File: src/rtl/ftdi_order_decoder_if.sv
// FIFO-side and register-side signals of the FTDI order decoder.
// The decoder uses the master modport; the FIFO/register model uses the slave modport.
interface ftdi_order_decoder_if #(
    parameter int ADDR_BYTES = 1
) ();
    localparam int ADDR_W = 8 * ADDR_BYTES;

    logic [7:0]        ri_data;
    logic              ri_empty;
    logic              ri_read;
    logic              pcreadfifofull;
    logic [ADDR_W-1:0] address;
    logic [7:0]        value;
    logic              write;
    logic              read;

    modport master (
        input  ri_data, ri_empty, pcreadfifofull,
        output ri_read, address, value, write, read
    );

    modport slave (
        output ri_data, ri_empty, pcreadfifofull,
        input  ri_read, address, value, write, read
    );
endinterface

File: src/rtl/ftdi_order_decoder.sv
// Decodes header/address/length/payload orders from an FWFT byte FIFO into
// single-cycle register write/read strobes, with timeout abort and error counting.
module ftdi_order_decoder #(
    parameter int ADDR_BYTES = 1,
    parameter int LEN_BYTES  = 2,
    parameter int TIMEOUT    = 1000000
) (
    input  logic                 clk,
    input  logic                 res_n,
    ftdi_order_decoder_if.master bus,
    output logic                 busy,
    output logic [2:0]           state,
    output logic                 timeout_err,
    output logic                 opcode_err,
    output logic [7:0]           err_count
);
    localparam int ADDR_W = 8 * ADDR_BYTES;
    localparam int LEN_W  = 8 * LEN_BYTES;
    localparam int TW     = $clog2(TIMEOUT + 1);
    localparam logic [TW-1:0] TMO_LAST  = TW'(TIMEOUT - 1);
    localparam logic [1:0]    ADDR_LAST = 2'(ADDR_BYTES - 1);
    localparam logic [1:0]    LEN_LAST  = 2'(LEN_BYTES - 1);

    typedef enum logic [2:0] {
        S_IDLE  = 3'd0,
        S_ADDR  = 3'd1,
        S_LEN   = 3'd2,
        S_WDATA = 3'd3,
        S_RDATA = 3'd4
    } state_t;

    state_t            cur, nxt;
    logic [ADDR_W-1:0] addr_q, addr_shift;
    logic [LEN_W-1:0]  remain, len_shift;
    logic [1:0]        op;        // bit0: read order, bit1: auto-increment
    logic [1:0]        byte_cnt;
    logic [TW-1:0]     tmo_cnt;
    logic              pop, timed, tmo_hit, op_bad, do_write, do_read;

    assign pop         = (cur != S_RDATA) && !bus.ri_empty;
    assign bus.ri_read = pop;
    assign timed       = (cur == S_ADDR) || (cur == S_LEN) || (cur == S_WDATA);
    assign tmo_hit     = timed && bus.ri_empty && (tmo_cnt == TMO_LAST);
    assign addr_shift  = ADDR_W'({addr_q, bus.ri_data});
    assign len_shift   = LEN_W'({remain, bus.ri_data});
    assign busy        = (cur != S_IDLE);
    assign state       = cur;

    always_ff @(posedge clk or negedge res_n) begin
        if (!res_n) cur <= S_IDLE;
        else        cur <= nxt;
    end

    always_comb begin
        nxt      = cur;
        op_bad   = 1'b0;
        do_write = 1'b0;
        do_read  = 1'b0;
        case (cur)
            S_IDLE: begin
                if (pop) begin
                    if (bus.ri_data[7:6] != 2'b00) op_bad = 1'b1;
                    else                           nxt    = S_ADDR;
                end
            end
            S_ADDR: begin
                if (tmo_hit)                             nxt = S_IDLE;
                else if (pop && byte_cnt == ADDR_LAST)   nxt = S_LEN;
            end
            S_LEN: begin
                if (tmo_hit) nxt = S_IDLE;
                else if (pop && byte_cnt == LEN_LAST) begin
                    if (len_shift == '0) nxt = S_IDLE;
                    else if (op[0])      nxt = S_RDATA;
                    else                 nxt = S_WDATA;
                end
            end
            S_WDATA: begin
                if (tmo_hit) nxt = S_IDLE;
                else if (pop) begin
                    do_write = 1'b1;
                    if (remain == LEN_W'(1)) nxt = S_IDLE;
                end
            end
            S_RDATA: begin
                // back-pressure holds the order without counting toward timeout
                if (!bus.pcreadfifofull) begin
                    do_read = 1'b1;
                    if (remain == LEN_W'(1)) nxt = S_IDLE;
                end
            end
            default: nxt = S_IDLE;
        endcase
    end

    always_ff @(posedge clk or negedge res_n) begin
        if (!res_n) begin
            bus.write   <= 1'b0;
            bus.read    <= 1'b0;
            bus.value   <= '0;
            bus.address <= '0;
            timeout_err <= 1'b0;
            opcode_err  <= 1'b0;
            err_count   <= '0;
            tmo_cnt     <= '0;
            addr_q      <= '0;
            remain      <= '0;
            op          <= '0;
            byte_cnt    <= '0;
        end else begin
            bus.write   <= do_write;
            bus.read    <= do_read;
            timeout_err <= tmo_hit;
            opcode_err  <= op_bad;
            if ((tmo_hit || op_bad) && err_count != 8'hFF) err_count <= err_count + 8'd1;
            tmo_cnt <= (timed && bus.ri_empty && !tmo_hit) ? tmo_cnt + 1'b1 : '0;
            if (do_write) bus.value <= bus.ri_data;
            // strobe address is latched separately so the increment never shows during a strobe
            if (do_write || do_read) begin
                bus.address <= addr_q;
                remain      <= remain - 1'b1;
                if (op[1]) addr_q <= addr_q + 1'b1;
            end
            case (cur)
                S_IDLE: begin
                    byte_cnt <= '0;
                    if (pop) op <= bus.ri_data[5:4];
                end
                S_ADDR: if (pop) begin
                    addr_q   <= addr_shift;
                    byte_cnt <= (byte_cnt == ADDR_LAST) ? 2'd0 : byte_cnt + 2'd1;
                end
                S_LEN: if (pop) begin
                    remain   <= len_shift;
                    byte_cnt <= (byte_cnt == LEN_LAST) ? 2'd0 : byte_cnt + 2'd1;
                end
                default: ;
            endcase
        end
    end
endmodule

File: src/flat_wrapper.sv
// flat-port wrapper written by rule: the top's interface ports become plain ports
module ftdi_order_decoder_flat 
#(
    parameter int ADDR_BYTES = 1,
    parameter int LEN_BYTES  = 2,
    parameter int TIMEOUT    = 1000000
)
  (clk, res_n, busy, state, timeout_err, opcode_err, err_count, bus_ri_data, bus_ri_empty, bus_pcreadfifofull, bus_ri_read, bus_address, bus_value, bus_write, bus_read);
  ftdi_order_decoder_if #(.ADDR_BYTES(ADDR_BYTES)) bus_i ();
  input  logic clk;
  input  logic res_n;
  output logic busy;
  output logic [2:0] state;
  output logic timeout_err;
  output logic opcode_err;
  output logic [7:0] err_count;
  input wire logic [$bits(bus_i.ri_data)-1:0] bus_ri_data;
  input wire logic [$bits(bus_i.ri_empty)-1:0] bus_ri_empty;
  input wire logic [$bits(bus_i.pcreadfifofull)-1:0] bus_pcreadfifofull;
  output wire logic [$bits(bus_i.ri_read)-1:0] bus_ri_read;
  output wire logic [$bits(bus_i.address)-1:0] bus_address;
  output wire logic [$bits(bus_i.value)-1:0] bus_value;
  output wire logic [$bits(bus_i.write)-1:0] bus_write;
  output wire logic [$bits(bus_i.read)-1:0] bus_read;
  assign bus_i.ri_data = bus_ri_data;
  assign bus_i.ri_empty = bus_ri_empty;
  assign bus_i.pcreadfifofull = bus_pcreadfifofull;
  assign bus_ri_read = bus_i.ri_read;
  assign bus_address = bus_i.address;
  assign bus_value = bus_i.value;
  assign bus_write = bus_i.write;
  assign bus_read = bus_i.read;
  ftdi_order_decoder #(.ADDR_BYTES(ADDR_BYTES), .LEN_BYTES(LEN_BYTES), .TIMEOUT(TIMEOUT)) u_core (.clk(clk), .res_n(res_n), .bus(bus_i), .busy(busy), .state(state), .timeout_err(timeout_err), .opcode_err(opcode_err), .err_count(err_count));
endmodule
File: config.mk
export PLATFORM = sky130hd
export DESIGN_NAME = ftdi_order_decoder_flat
export DESIGN_NICKNAME = d
export VERILOG_FILES = /design/src/rtl/ftdi_order_decoder_if.sv /design/src/rtl/ftdi_order_decoder.sv /design/src/flat_wrapper.sv
export SDC_FILE = /design/constraint.sdc
export NUM_CORES = 1
export LEC_CHECK = 0
export ABC_AREA = 0
export BUFFER_PORTS_ARGS = -buffer_cell sky130_fd_sc_hd__buf_2
export CELL_PAD_IN_SITES_DETAIL_PLACEMENT = 2
export CELL_PAD_IN_SITES_GLOBAL_PLACEMENT = 2
export CORE_MARGIN = 8
export CORE_UTILIZATION = 35
export DETAILED_ROUTE_END_ITERATION = 8
export HOLD_SLACK_MARGIN = 0.02
export PLACE_DENSITY_LB_ADDON = 0.08
export SLEW_MARGIN = 40
export SYNTH_ARGS = -nofsm -noshare
export SYNTH_HDL_FRONTEND = slang
export SYNTH_SLANG_ARGS = --single-unit
File: constraint.sdc
create_clock -name clk -period 2.3 [get_ports clk]
set_input_delay 0.46 -clock clk [delete_from_list [all_inputs] [get_ports clk]]
set_output_delay 0.46 -clock clk [all_outputs]
set_load 0.03 [all_outputs]
==> impl_metrics.tcl <==
set metrics [dict create \
    postSynthAreaPerCell_sq_um 9.64 \
    grt_overflow_total 0 \
    cts_sinks 79 \
    cts_tree "done" \
    synthXorXnorAreaFrac 0.0926 \
    synth_top_family_by_area "simple AND/OR/NAND/NOR gates" \
    synth_top_area_share 0.498 \
    start_kind "register" \
    power_leakage_nw 2.14 \
    syn_area_sq_mm 0.00397 \
    fin_crit_ps 2110 \
    initial_core_util 0.354 \
    cts_root_buf "clkbuf_16" \
    synthMuxAreaShare 0.0365 \
    layout_common_cells "dfrtp_1, nand2_1, buf_2, nor2_1, o21ai_0" \
    track_usage 0.161 \
    drive_above_1_share 0.208 \
    drt-total-wl_mm 11.0 \
    wire_per_inst_um 17.8 \
    finalCritPeriodShare 0.918 \
    outcome "finished clean" \
    clock_path_buffers 2 \
    first_pass_iters 4 \
    crit_required_ps 2490 \
    cp_max_fo 5 \
    ys_seq_elements 79 \
    htreeDepth 3 \
    fin_worst_skew_ps 8.39 \
    cp.arrival_ps 2300 \
    hold_class "primary input to asynchronous set/reset pin" \
    grt_pass1_vias 3622 \
    grt_max_degree 44 \
    synth_edf_count 0 \
    hold_viol 0 \
    grt_pass1_wl_mm 18.9 \
    synth_compound_area_frac 0.0721 \
    drc 0 \
    async_flop_share 1.00 \
    die_w_um 123 \
    worst_pin_slew_ps 635 \
    placementRows 39 \
    regArea_sq_mm 0.00198 \
    multi_input_area_sq_mm 0.00192 \
    io_buffers 44 \
    synth_warnings 0 \
    cts_setup_buffers 0 \
    syn_nets 433 \
    maxCapViolCount 0 \
    max_stage_delay_ps 610 \
    clock_latency_ps 340 \
    gp_congestion 0.759 \
    crit_path_frequent_cell "nor4_1" \
    end_kind "register" \
    yosys.area.top_type "dfrtp_1" \
    syn_inst 412 \
    setup_viol 0 \
    first_iter_violations 164 \
    io_pins 45 \
    finalSetupTns_ps 0 \
    critPathSlowestCell "or4b_2" \
    drtAntennaViolNets 0 \
    area_growth_pct 20.2 \
    relSlewSlack 0.572 \
    cts_made_buffers 9 \
    synth-simple-area-share 0.249 \
    synth-main-ff-cell "dfrtp_1" \
    diodes 0 \
    dp_hpwl_mm 8.19 \
    ys_top_cells_by_area "dfrtp_1, nand2_1, xnor2_1, xor2_1, nor2_1" \
    power_mw 6.12 \
    ir_drop_v 0.000667 \
    drv_slew 0 \
    power.density_mw_per_mm2 1280 \
    path_clk_slew_ps 70 \
    fillers 1239 \
    antenna_found_initial 0 \
    die_h_um 123 \
    dieArea_sq_mm 0.0150 \
    vias 3198 \
    nets 491 \
    ys_seq_area_frac 0.498 \
    path_cells "inv_1 -> ha_1 -> or4b_2 -> nor3_2 -> a311oi_1 -> nor4_1 -> nor4_1" \
    ff2ff_path_depth 7 \
    rsz0062_at_grt "false" \
    core_sq_mm 0.0112 \
    via_per_inst 5.17 \
    fmax_mhz 474 \
    final_util 0.426 \
    worst-setup-path-type "register to register" \
    yosys.area_share.adder 0.0309 \
    synth.distinct_cells 47 \
    mostFrequentLayoutCell "dfrtp_1" \
]
-- worst paths after layout --
kind | start | slack [ps] | end
setup reg to reg | u_core.remain[1] | 190 | u_core.state[0]
hold / removal | res_n | 90 | u_core.bus.address[3]
setup / recovery | u_core.remain[1] | 190 | u_core.state[0]
min in group clk | bus_ri_data[0] | 380 | u_core.bus.value[0]
max in group asynchronous | res_n | 1590 | u_core.tmo_cnt[13]
hold reg to reg | u_core.tmo_cnt[0] | 460 | u_core.tmo_cnt[0]
-- cell type report --
class                           count  area share
Sequential cell                    79       0.414
Multi-Input combinational cell    311       0.402
Timing Repair Buffer               57      0.0697
Clock buffer                       10      0.0479
Tap cell                          143      0.0375
Clock inverter                      6      0.0196
Inverter                           12     0.00943
-- where the power goes --
group          switching [mW]  total [mW]  internal (mW)  leakage, nW
logic                    1.43        2.24          0.807        0.952
clock network           0.601        1.56          0.959        0.153
registers               0.464        2.32           1.85         1.03
total                    2.50        6.12           3.62         2.14
-- worst max-delay path, delay by kind of cell (launching register included) --
kind | cells | cell delay (ps)
AO/OA/AOI/OAI | 1 | 140
adder cells (fa/ha/maj) | 1 | 150
buffers and inverters | 1 | 130
flip-flops | 1 | 440
AND/OR/NAND/NOR | 4 | 1100
-- through the flow --
stage | hold slack, ps | cell area [sq um] | instances | setup WS (ps)
3_3_place_gp | 441 | 4450 | 602 | 214
4_1_cts | 103 | 4770 | 618 | 101
2_1_floorplan | 164 | 3970 | 412 | 193
5_1_grt | 132 | 4780 | 618 | 45.8
6_report | 87.0 | 4780 | 618 | 189
3_5_place_dp | 453 | 4450 | 602 | 123
-- sequential cells by signal, summed over array words and instances (netlist names) --
signal and count:
u_core.op 2, u_core.remain 16, u_core.bus.read 1, u_core.addr_q 8
u_core.bus.write 1, u_core.bus.address 8, u_core.byte_cnt 2, u_core.err_count 8
u_core.tmo_cnt 20, u_core.bus.value 8, u_core.opcode_err 1, u_core.state 3
u_core.timeout_err 1
-- layer usage --
layer / GRT usage / share of wire / vias to the layer above
li1: - / - / 1535
met5: 0 / 0 / -
met2: 0.264 / 0.49 / 29
met4: 0.0640 / 0.014 / 0
met1: 0.206 / 0.47 / 1623
met3: 0.0281 / 0.024 / 11
-- synthesized netlist by cell type (2+ instances only) --
cell,number
a211oi_1,2
a21oi_1,12
and2_1,2
and3_1,9
and4_1,2
buf_2,3
clkbuf_1,7
dfrtp_1,79
ha_1,9
inv_1,11
mux2_2,12
nand2_1,70
nand2b_1,4
nand3_1,12
nand4_1,10
nand4b_1,3
nor2_1,40
nor2b_1,3
nor3_1,15
nor3b_1,3
nor4_1,8
nor4_2,4
nor4b_1,2
o21ai_0,24
o21ai_1,4
xnor2_1,23
xor2_1,19
-- kinds of logic after synthesis --
group,Yosys count
and+or+nand+nor,196
DFF,79
AOI/OAI and AO/OA,50
xor gates and xnor gates,42
buffers and inverters,22
muxes,13
adders and majority gates,10
-- timing repair --
action,CTS,global route
hold endpoints to repair,0,0
setup endpoints to repair,0,1
resized for setup,0,1
hold buffers,0,0
Note: power is estimated with default switching activity, not from simulation.
